## config.mk

```make
export PLATFORM = sky130hd
export DESIGN_NAME = aes_round_ctrl
export DESIGN_NICKNAME = d
export VERILOG_FILES = /design/src/rtl/aes_ctrl_pkg.sv /design/src/rtl/aes_round_counter.sv /design/src/rtl/aes_round_ctrl.sv
export SDC_FILE = /design/constraint.sdc
export NUM_CORES = 1
export LEC_CHECK = 0
export ABC_AREA = 1
export CAP_MARGIN = 20
export CELL_PAD_IN_SITES_DETAIL_PLACEMENT = 1
export CELL_PAD_IN_SITES_GLOBAL_PLACEMENT = 1
export CORE_UTILIZATION = 29
export DETAILED_ROUTE_END_ITERATION = 16
export HOLD_SLACK_MARGIN = 0.05
export PLACE_DENSITY_LB_ADDON = 0.1
export SYNTH_ARGS = -nofsm -noshare
export SYNTH_HDL_FRONTEND = slang
export SYNTH_SLANG_ARGS = --single-unit
```

## constraint.sdc

```tcl
create_clock -name clk -period 1.4 [get_ports clk]
set_input_delay 0.21 -clock clk [delete_from_list [all_inputs] [get_ports clk]]
set_output_delay 0.21 -clock clk [all_outputs]
set_load 0.01 [all_outputs]
```

## src/rtl/aes_ctrl_pkg.sv

```systemverilog
// Shared types and constants for the AES-128 round sequencer.
package aes_ctrl_pkg;

  localparam int AES128_ROUNDS = 10;

  typedef enum logic [2:0] {
    ST_IDLE     = 3'd0,
    ST_LOAD     = 3'd1,
    ST_INIT_ADD = 3'd2,
    ST_SUB      = 3'd3,
    ST_SHIFT    = 3'd4,
    ST_MIX      = 3'd5,
    ST_ADD      = 3'd6,
    ST_DONE     = 3'd7
  } state_t;

endpackage

```

## src/rtl/aes_round_counter.sv

```systemverilog
// Round index register: synchronous clear, saturating increment at NUM_ROUNDS.
module aes_round_counter #(
  parameter int NUM_ROUNDS = 10,
  parameter int RND_BITS   = 4
) (
  input  logic                clk,
  input  logic                n_rst,
  input  logic                clear,
  input  logic                inc,
  output logic [RND_BITS-1:0] count,
  output logic                last_round
);

  assign last_round = (count == RND_BITS'(NUM_ROUNDS));

  always_ff @(posedge clk or negedge n_rst) begin
    if (!n_rst) begin
      count <= '0;
    end else if (clear) begin
      count <= '0;
    end else if (inc && !last_round) begin
      count <= count + 1'b1;
    end
  end

endmodule

```

## src/rtl/aes_round_ctrl.sv

```systemverilog
// Iterative AES-128 round sequencer: steps the datapath enables and key fetches
// for one block per start handshake and holds the result until the host takes it.
module aes_round_ctrl
  import aes_ctrl_pkg::*;
#(
  parameter int NUM_ROUNDS = AES128_ROUNDS,
  parameter int RND_BITS   = 4
) (
  input  logic                clk,
  input  logic                n_rst,
  input  logic                start_valid,
  output logic                start_ready,
  input  logic                abort,
  input  logic                key_ready,
  output logic                key_req,
  output logic [RND_BITS-1:0] round_num,
  output logic                load_en,
  output logic                sub_en,
  output logic                shift_en,
  output logic                mix_en,
  output logic                addkey_en,
  output logic                busy,
  output logic                out_valid,
  input  logic                out_ready,
  output state_t              state_dbg
);

  // Handshakes: a transfer happens on a rising edge where valid and ready are
  // both high; valid never waits on ready (start_ready / out_valid are Moore).
  state_t state, state_nx;
  logic   cnt_clear, cnt_inc, last_round;

  aes_round_counter #(
    .NUM_ROUNDS(NUM_ROUNDS),
    .RND_BITS  (RND_BITS)
  ) u_round_counter (
    .clk       (clk),
    .n_rst     (n_rst),
    .clear     (cnt_clear),
    .inc       (cnt_inc),
    .count     (round_num),
    .last_round(last_round)
  );

  always_ff @(posedge clk or negedge n_rst) begin
    if (!n_rst) begin
      state <= ST_IDLE;
    end else begin
      state <= state_nx;
    end
  end

  always_comb begin
    state_nx  = state;
    cnt_clear = 1'b0;
    cnt_inc   = 1'b0;
    if (abort) begin
      state_nx  = ST_IDLE;
      cnt_clear = 1'b1;
    end else begin
      case (state)
        ST_IDLE: begin
          if (start_valid) state_nx = ST_LOAD;
        end
        ST_LOAD: begin
          cnt_clear = 1'b1;
          state_nx  = ST_INIT_ADD;
        end
        ST_INIT_ADD: begin
          if (key_ready) begin
            cnt_inc  = 1'b1;
            state_nx = ST_SUB;
          end
        end
        ST_SUB:   state_nx = ST_SHIFT;
        ST_SHIFT: state_nx = last_round ? ST_ADD : ST_MIX;
        ST_MIX:   state_nx = ST_ADD;
        ST_ADD: begin
          if (key_ready) begin
            if (last_round) begin
              state_nx = ST_DONE;
            end else begin
              cnt_inc  = 1'b1;
              state_nx = ST_SUB;
            end
          end
        end
        ST_DONE: begin
          if (out_ready) begin
            cnt_clear = 1'b1;
            state_nx  = ST_IDLE;
          end
        end
        default: begin
          cnt_clear = 1'b1;
          state_nx  = ST_IDLE;
        end
      endcase
    end
  end

  // The key add fires in the cycle the key arrives; an abort cancels it.
  assign key_req     = (state == ST_INIT_ADD) || (state == ST_ADD);
  assign addkey_en   = key_req && key_ready && !abort;
  assign start_ready = (state == ST_IDLE);
  assign busy        = (state != ST_IDLE);
  assign load_en     = (state == ST_LOAD);
  assign sub_en      = (state == ST_SUB);
  assign shift_en    = (state == ST_SHIFT);
  assign mix_en      = (state == ST_MIX);
  assign out_valid   = (state == ST_DONE);
  assign state_dbg   = state;

endmodule

```

==> reports/qor.yml <==
grt_max_degree: 9
drive_above_1_share: 0.550
ant_nets: 0
antenna_found_initial: 0
place_ws_ps: -314
path_max_fanout: 3
vias_per_cell: 4.61
setup_viol: 2
hold_buffers: 0
path_clk_slew_ps: 50
synth_mux_area_frac: 0
yosys-top-cells-area: "dfrtp_1, nand2_1, nand3_1"
grt_pass1_wl_um: 3390
cts_sinks: 7
slew_violations: 0
globalplace.congestion: 0.783
rows: 16
maxCapViolCount: 0
crit_required_ps: 1190
dpl_cell_area_um2: 986
finalPower_mw: 0.984
period_share: 1.01
violations: "negative setup slack"
r2r_start: "state_dbg[2]"
wl_per_cell_um: 13.4
fp.dieW_um: 48.0
power_leakage_nw: 0.645
grt_pass1_vias: 774
ios: 22
start_util: 0.310
power_density_nw_per_um2: 847
crit_chain: "buf_6, nor2_4, inv_2, nor2_4, inv_1, buf_2"
nFillCells: 245
yosysTopAreaCell: "dfrtp_1"
setup_slack_ps: -14.0
cts_max_level: 1
end_kind: "output port"
coreArea_um2: 1980
n_antenna_cell: 0
min_period_ps: 1410
die_area_um2: 2310
rsz0062_at_grt: "true"
remaining_drc_errors: 0
nNetsFinal: 149
critPathKind: "reg2out"
totalWireLength_um: 2240
synth_fa_ha_area_frac: 0.0407
synth_top_area_share: 0.285
grt_util_all_layers: 0.217
ys_seq_area_frac: 0.285
ir_drop_mv: 0.638
hold_viol_final: 0
numPortBuffers: 21
ys_ff_latch: 7
cts-root-buf: "clkbuf_4"
syn_inst: 89
synth-simple-area-share: 0.509
numCtsBuffers: 3
vias: 770
cp_common_cell: "nor2_4"
worstSetupStartpointType: "flop"
synth_warnings: 0
fin_skew_ps: 3.17
status: "complete, but fails checks"
crit_slowest_cell: "dfrtp_1"
tns_ps: -21.2
drtIter0Drc: 5
fmax_mhz: 707
yosysUniqueCellTypes: 19
synth-compound-area-share: 0.00815
synthXorXnorAreaFrac: 0.0143
worst_pin_slew_ps: 304
cp-startpoint: "state_dbg[0]"
insertion_delay_ps: 250
synthesis.nets: 97
postSynthAreaPerCell_um2: 6.90
design_area_um2: 1160
dieHeight_um: 48.0
cts_max_path_buffers: 2
firstDrtPassIters: 4
cts_tree: "yes"
cpPeakStageDelay_ps: 390
critPathArrivalTime_ps: 1200
dp_hpwl_um: 1520
grt.overflow.total: 0
synth_top_family_by_area: "simple AND/OR/NAND/NOR gates"
netlist_area_um2: 614
slew_headroom: 0.796
hold_path_class: "in2async"
area_delta_synth_final_pct: 89.2
cell usage in the layout, fill, tap and decap left out, types with 2 or more instances in the layout:
cell	Yosys	routed
nand3_4	0	2
clkdlybuf4s15_1	0	2
clkdlybuf4s50_1	0	7
dfrtp_2	0	3
nor2_2	1	3
nand2_2	3	9
clkbuf_4	0	3
nand2_1	25	17
nand3_2	3	3
nand4_1	3	3
nor2_1	8	4
dfrtp_1	7	4
buf_2	0	6
nand3_1	12	10
nor2_4	2	4
inv_1	13	9
nand2_4	0	2
buf_4	0	21
inv_2	2	5
buf_6	2	10
worst paths after layout:
path,endpoint,slack [ps],cells past startpoint
max,busy,-10,6
max reg2reg,state_dbg[1],70,8
min in group clk,u_round_counter.count[0],570,3
min,u_round_counter.count[2],210,1
max in group asynchronous,u_round_counter.count[1],940,1
min reg2reg,u_round_counter.count[0],570,3
final cells by class:
class                           count  area, um^2  share of cell area
Multi-Input combinational cell     64         434               0.374
Timing Repair Buffer               49         417               0.358
Sequential cell                     7         179               0.154
Inverter                           16        72.6              0.0624
Tap cell                           27        33.8              0.0291
Clock buffer                        4        26.3              0.0226
worst max-delay path, delay by kind of cell, from the launching register on:
kind	cells	cell delay, ps
buffers and inverters	4	380
flip-flops	1	390
AND/OR/NAND/NOR	2	200
cell usage after synthesis:
library cell,n
nand2_2,3
nand3b_1,1
inv_6,1
buf_6,2
nor2_2,1
nor3_1,1
nand4_1,3
xor2_1,1
dfrtp_1,7
nand2_1,25
a21oi_1,1
inv_1,13
nor2_1,8
inv_2,2
nand3_1,12
nor2_8,1
nand3_2,3
ha_1,2
nor2_4,2
registers in the layout (all words and copies together), names as in the netlist:
name                   flops
state_dbg                  3
u_round_counter.count      4
repair_timing:
action                                  4_1_cts  5_1_grt
endpoints found under the setup margin       13       18
pin swaps                                     2       11
hold endpoints to repair                      0        0
gates resized for setup                      56       32
setup buffers                                 9        0
per-layer routing:
layer | routed length (um) | global-route usage | vias up
li1 | - | - | 380
met1 | 948 | 0.247 | 372
met2 | 1230 | 0.422 | 16
met3 | 48 | 0.0151 | 2
met4 | 19 | 0.0667 | 0
met5 | 0 | 0 | -
power breakdown:
group	leakage (nW)	switching, mW	total [mW]	internal (mW)
Clock	0.0150	0.0737	0.182	0.109
Sequential	0.0906	0.0198	0.239	0.219
Combinational	0.540	0.286	0.563	0.276
cell families after synthesis:
family	after synthesis
buffers and inverters	18
flip-flops	7
AO/OA/AOI/OAI	1
adder cells (fa/ha/maj)	2
AND/OR/NAND/NOR	60
XOR/XNOR	1
per-stage QoR:
stage / utilization / hold slack (ps) / instances
after floorplan: - / -85.6 / 89
after global placement: 0.497 / 489 / 155
after detailed placement: 0.497 / 488 / 155
after CTS: 0.552 / 216 / 168
after global routing: 0.586 / 234 / 167
final: 0.586 / 211 / 167
Power figures use the tool's default switching activity.
